===== config.mk =====
export PLATFORM = sky130hd
export DESIGN_NAME = hazard_forward_unit
export DESIGN_NICKNAME = d
export VERILOG_FILES = /design/src/rtl/hazard_forward_unit.sv
export SDC_FILE = /design/constraint.sdc
export NUM_CORES = 1
export LEC_CHECK = 0
export CAP_MARGIN = 20
export CORE_ASPECT_RATIO = 1.1
export CORE_MARGIN = 3
export CORE_UTILIZATION = 30
export CTS_BUF_LIST = sky130_fd_sc_hd__clkbuf_4 sky130_fd_sc_hd__clkbuf_8
export DETAILED_ROUTE_END_ITERATION = 12
export MAX_ROUTING_LAYER = met4
export PLACE_DENSITY = 0.86
export SLEW_MARGIN = 10
export SYNTH_ARGS = -nofsm -noshare
export SYNTH_HDL_FRONTEND = slang
export SYNTH_SLANG_ARGS = --single-unit

===== constraint.sdc =====
create_clock -name clk -period 1.65 [get_ports clk]
set_clock_uncertainty 0.1 [all_clocks]
set_input_delay 0.2475 -clock clk [delete_from_list [all_inputs] [get_ports clk]]
set_output_delay 0.2475 -clock clk [all_outputs]
set_load 0.02 [all_outputs]

===== src/rtl/hazard_forward_unit.sv =====
// hazard_forward_unit: EX operand forwarding selects and load-use stall control; optional perf counters via HAZ_PERF_CNT_EN
module hazard_forward_unit #(
    parameter int AW         = 5,
    parameter int NUM_SRC    = 2,
    parameter int LOAD_STALL = 1,
    parameter int CNT_W      = 32
) (
    input  logic                   clk,
    input  logic                   rst,
    input  logic                   flush,
    input  logic                   id_valid,
    input  logic [NUM_SRC*AW-1:0]  id_rs,
    input  logic [NUM_SRC*AW-1:0]  ex_rs,
    input  logic [AW-1:0]          ex_rd,
    input  logic                   ex_regwr,
    input  logic                   ex_memrd,
    input  logic [AW-1:0]          mem_rd,
    input  logic                   mem_regwr,
    input  logic [AW-1:0]          wb_rd,
    input  logic                   wb_regwr,
    output logic [2*NUM_SRC-1:0]   fwd_sel,
    output logic                   stall_pc,
    output logic                   stall_ifid,
    output logic                   bubble_idex,
    output logic [CNT_W-1:0]       stall_cnt,
    output logic [CNT_W-1:0]       fwd_cnt
);
    typedef enum logic {IDLE, STALL} state_t;
    state_t     state_q, state_d;
    logic [3:0] cnt_q, cnt_d;
    logic       hit, match, stall;
    // per-operand forwarding; EX/MEM beats MEM/WB, x0 never forwarded
    always_comb begin
        fwd_sel = '0;
        for (int i = 0; i < NUM_SRC; i++)
            fwd_sel[2*i +: 2] = (mem_regwr && mem_rd != '0 && mem_rd == ex_rs[i*AW +: AW]) ? 2'b10 :
                                (wb_regwr && wb_rd != '0 && wb_rd == ex_rs[i*AW +: AW]) ? 2'b01 : 2'b00;
    end
    // load-use detection against any ID source operand
    always_comb begin
        match = 1'b0;
        for (int i = 0; i < NUM_SRC; i++)
            match = match | (ex_rd == id_rs[i*AW +: AW]);
        hit = id_valid && ex_memrd && ex_regwr && ex_rd != '0 && match;
    end
    // stall sequencing: first stall cycle comes from IDLE, the rest count down in STALL
    always_comb begin
        stall   = !flush && (state_q == STALL || hit);
        state_d = state_q;
        cnt_d   = cnt_q;
        if (flush) begin
            state_d = IDLE;
            cnt_d   = '0;
        end else if (state_q == IDLE) begin
            if (hit && LOAD_STALL > 1) begin
                state_d = STALL;
                cnt_d   = 4'(LOAD_STALL - 1);
            end
        end else if (cnt_q == 4'd1) begin
            state_d = IDLE;
            cnt_d   = '0;
        end else begin
            cnt_d = cnt_q - 4'd1;
        end
    end
    // state registers
    always_ff @(posedge clk) begin
        if (rst) begin
            state_q <= IDLE;
            cnt_q   <= '0;
        end else begin
            state_q <= state_d;
            cnt_q   <= cnt_d;
        end
    end
    assign stall_pc    = stall;
    assign stall_ifid  = stall;
    assign bubble_idex = stall;
`ifdef HAZ_PERF_CNT_EN
    logic [CNT_W-1:0] stall_cnt_q, stall_cnt_d, fwd_cnt_q, fwd_cnt_d;
    // saturating event counters
    always_comb begin
        stall_cnt_d = (stall && stall_cnt_q != '1) ? stall_cnt_q + 1'b1 : stall_cnt_q;
        fwd_cnt_d   = (|fwd_sel && fwd_cnt_q != '1) ? fwd_cnt_q + 1'b1 : fwd_cnt_q;
    end
    // counter registers
    always_ff @(posedge clk) begin
        if (rst) begin
            stall_cnt_q <= '0;
            fwd_cnt_q   <= '0;
        end else begin
            stall_cnt_q <= stall_cnt_d;
            fwd_cnt_q   <= fwd_cnt_d;
        end
    end
    assign stall_cnt = stall_cnt_q;
    assign fwd_cnt   = fwd_cnt_q;
`else
    assign stall_cnt = '0;
    assign fwd_cnt   = '0;
`endif
endmodule


==> flow_metrics.env <==
export IMPL_grt_start_max_net_pins=7
export IMPL_drt_pass1_iterations=4
export IMPL_start_kind="input pin"
export IMPL_nNetsFinal=259
export IMPL_avgSynthCellArea_um2=7.95
export IMPL_setup_viol=4
export IMPL_die_y_um=70.6
export IMPL_fin_crit_sh_pct=120
export IMPL_synth_edf_count=0
export IMPL_drive_gt1_share_pct=37.6
export IMPL_slowest_delay_ns=0.53
export IMPL_rr_startpoint="cnt_q[0]$_SDFFE_PP0P_"
export IMPL_status="complete, but fails checks"
export IMPL_finalMaxSlewViolations=0
export IMPL_required_ns=1.30
export IMPL_internal_power_uw=386
export IMPL_die_x_um=64.7
export IMPL_synth_seq_cells=5
export IMPL_ys_top_cells_by_count="66 x buf_4, 25 x xor2_1, 8 x xnor2_1, 7 x nor2_1, 5 x dfxtp_1"
export IMPL_power_switching_uw=312
export IMPL_leakage_nw=0.873
export IMPL_grt_pass1_wl_mm=4.20
export IMPL_ys_async_sr_fraction_pct=0
export IMPL_via_per_inst=3.76
export IMPL_swShare_pct=44.7
export IMPL_power_density_mw_per_mm2=400
export IMPL_antenna_found_initial=0
export IMPL_finish_utilization_pct=49.9
export IMPL_yosys_area_top_type="buf_4"
export IMPL_pwr_share_seq_pct=17.3
export IMPL_fin_total_pwr_uw=698
export IMPL_dieArea_mm2=0.00457
export IMPL_cp_end_kind="output port"
export IMPL_syn_inst=143
export IMPL_yosys_warnings=0
export IMPL_grtUsageTotal_pct=11.8
export IMPL_multi_input_area_um2=951
export IMPL_syn_area_mm2=0.00114
export IMPL_cp_data_arrival_time_ns=1.63
export IMPL_start_util_pct=32.5
export IMPL_cts_htree_levels=1
export IMPL_crit_slowest_cell="or4_4"
export IMPL_detailedRoute_firstIterationViolations=15
export IMPL_yosysUniqueCellTypes=24
export IMPL_coreArea_mm2=0.00350
export IMPL_grt_overflow_total=0
export IMPL_worst_path_max_fanout=2
export IMPL_wl_met1_um=900
export IMPL_cts_buffers=3
export IMPL_postRouteAntennaNets=0
export IMPL_wl_per_cell_um=11.4
export IMPL_min_period_ns=1.98
export IMPL_n_antenna_cell=0
export IMPL_drc_errors=0
export IMPL_hp_start="flush"
export IMPL_wl_met2_mm=1.73
export IMPL_grt_pass1_vias=953
export IMPL_seq_area_um2=100
export IMPL_min_path_type="in2reg"
export IMPL_gp_congestion=0.847
export IMPL_cts_tree="yes"
export IMPL_met3_length_um=261
export IMPL_dp_cells=252
export IMPL_path_class="in2out"
export IMPL_hold_viol_final=0
export IMPL_synth_most_common_cell="buf_4"
export IMPL_post_place_ws_ns=-1.07
export IMPL_comb_power_share_pct=58.9
export IMPL_rsz0062_at_grt="yes"
export IMPL_fill_cells=332
export IMPL_ys_top_cells_by_area="buf_4 44%, xor2_1 19%, dfxtp_1 8.8%"
export IMPL_ios=114
export IMPL_ir_drop_mv=0.172
export IMPL_yosysSeqAreaShare_pct=8.80
export IMPL_synth_top_cell_area_share_pct=43.6
export IMPL_worstPathCellList="buf_6 > or4_4 > o21ai_4 > buf_6 > nor4_4 > nor4_4 > buf_4"
export IMPL_drv_cap=0
export IMPL_drt_wl_total_mm=2.99
export IMPL_violations="setup timing"
export IMPL_fin_cells=261
export IMPL_timing_fmax_ghz=0.505
export IMPL_clk_latency_ns=0.25
export IMPL_dp_hpwl_mm=2.37
export IMPL_num_vias=982
export IMPL_clock_sinks=5
export IMPL_top_layer="met4"
export IMPL_synth_ff_type="dfxtp_1"
export IMPL_startpoint="mem_rd[2]"
export IMPL_rows=22
export IMPL_tns_ns=-1.01
export IMPL_ctsRootBufferMaster="clkbuf_4"
export IMPL_clkTransAtPathRegs_ns=0.05
export IMPL_timing_final_ws_setup_ns=-0.331
export IMPL_area_growth_pct=53.2
export IMPL_cts_buffer_depth=2
export IMPL_hold_buffers=0
export IMPL_io_buffers=49
export IMPL_power_share_clock_pct=23.7
logic make-up (layout without fill, tap and decap cells):
logic type | after synthesis | in the layout | share of synthesized area, %
flops | 5 | 5 | 8.80
compound gates | 8 | 8 | 4.95
fa+ha+maj | 2 | 2 | 2.20
xor+xnor | 33 | 33 | 25.4
buf+inv | 69 | 76 | 44.6
other cells | 1 | 64 | 0.330
simple gates | 25 | 25 | 13.8
per-stage QoR:
step / area [µm²] / hold slack [ns]
after floorplan: 1420 / 0.237
after global placement: 1590 / 0.388
after detailed placement: 1590 / 0.414
after CTS: 1670 / 0.363
after global routing: 1740 / 0.395
final: 1740 / 0.376
power groups by stage:
| stage | combinational [mW] | sequential [mW] | clock, mW |
|---|---|---|---|
| finish | 0.411 | 0.121 | 0.166 |
| global route | 0.441 | 0.121 | 0.175 |
| CTS | 0.383 | 0.121 | 0.166 |
| detailed placement | 0.378 | 0.123 | 0 |
| global placement | 0.373 | 0.123 | 0 |
| floorplan | 0.327 | 0.123 | 0 |
final cells by class:
cell class	count	share of cell area, %
Clock buffer	4	1.72
Tap cell	48	3.45
Multi-Input combinational cell	132	54.6
Inverter	3	0.646
Timing Repair Buffer	69	33.9
Sequential cell	5	5.74
worst max-delay path: cells and delay by family:
| kind | cells | cell delay [ns] |
|---|---|---|
| buffers and inverters | 3 | 0.39 |
| AOI/OAI and AO/OA | 1 | 0.15 |
| and+or+nand+nor | 3 | 0.85 |
flip-flops by register name, summed over array words and instances, names as in the netlist:
name and flops:
state_q 1, cnt_q 4
timing repair:
item	in CTS	in global routing
pin swaps	23	21
endpoints found under the setup margin	7	7
resized for setup	129	54
setup buffers	4	2
worst paths after layout:
check / endpoint / slack, ns / cells past startpoint
worst max-delay path: fwd_sel[0] / -0.33 / 7
worst max register to register: cnt_q[1]$_SDFFE_PP0P_ / 0.32 / 3
worst min register to register: cnt_q[1]$_SDFFE_PP0P_ / 0.41 / 2
worst min-delay path: cnt_q[1]$_SDFFE_PP0P_ / 0.38 / 3
cell usage in the layout (no fill, tap or decap), drive strengths merged:
cell type,count
conb,64
buf,41
xor2,25
clkbuf,12
dlygate4sd2,10
xnor2,8
nor2,7
or4,5
dfxtp,5
clkdlybuf4s15,5
nor4,4
o21ai,4
inv,3
dlymetal6s2s,3
nor3,3
nand3,2
nand2b,2
ha,2
clkdlybuf4s50,2
a22oi,1
and4b,1
o22ai,1
nand2,1
a2111oi,1
o211a,1
layer usage:
| metal | global-route usage [%] | vias up |
|---|---|---|
| li1 | - | 470 |
| met1 | 11.6 | 425 |
| met2 | 22.2 | 78 |
| met3 | 2.38 | 9 |
| met4 | 4.46 | 0 |
| met5 | - | - |
Note: power is estimated with default switching activity, not from simulation.
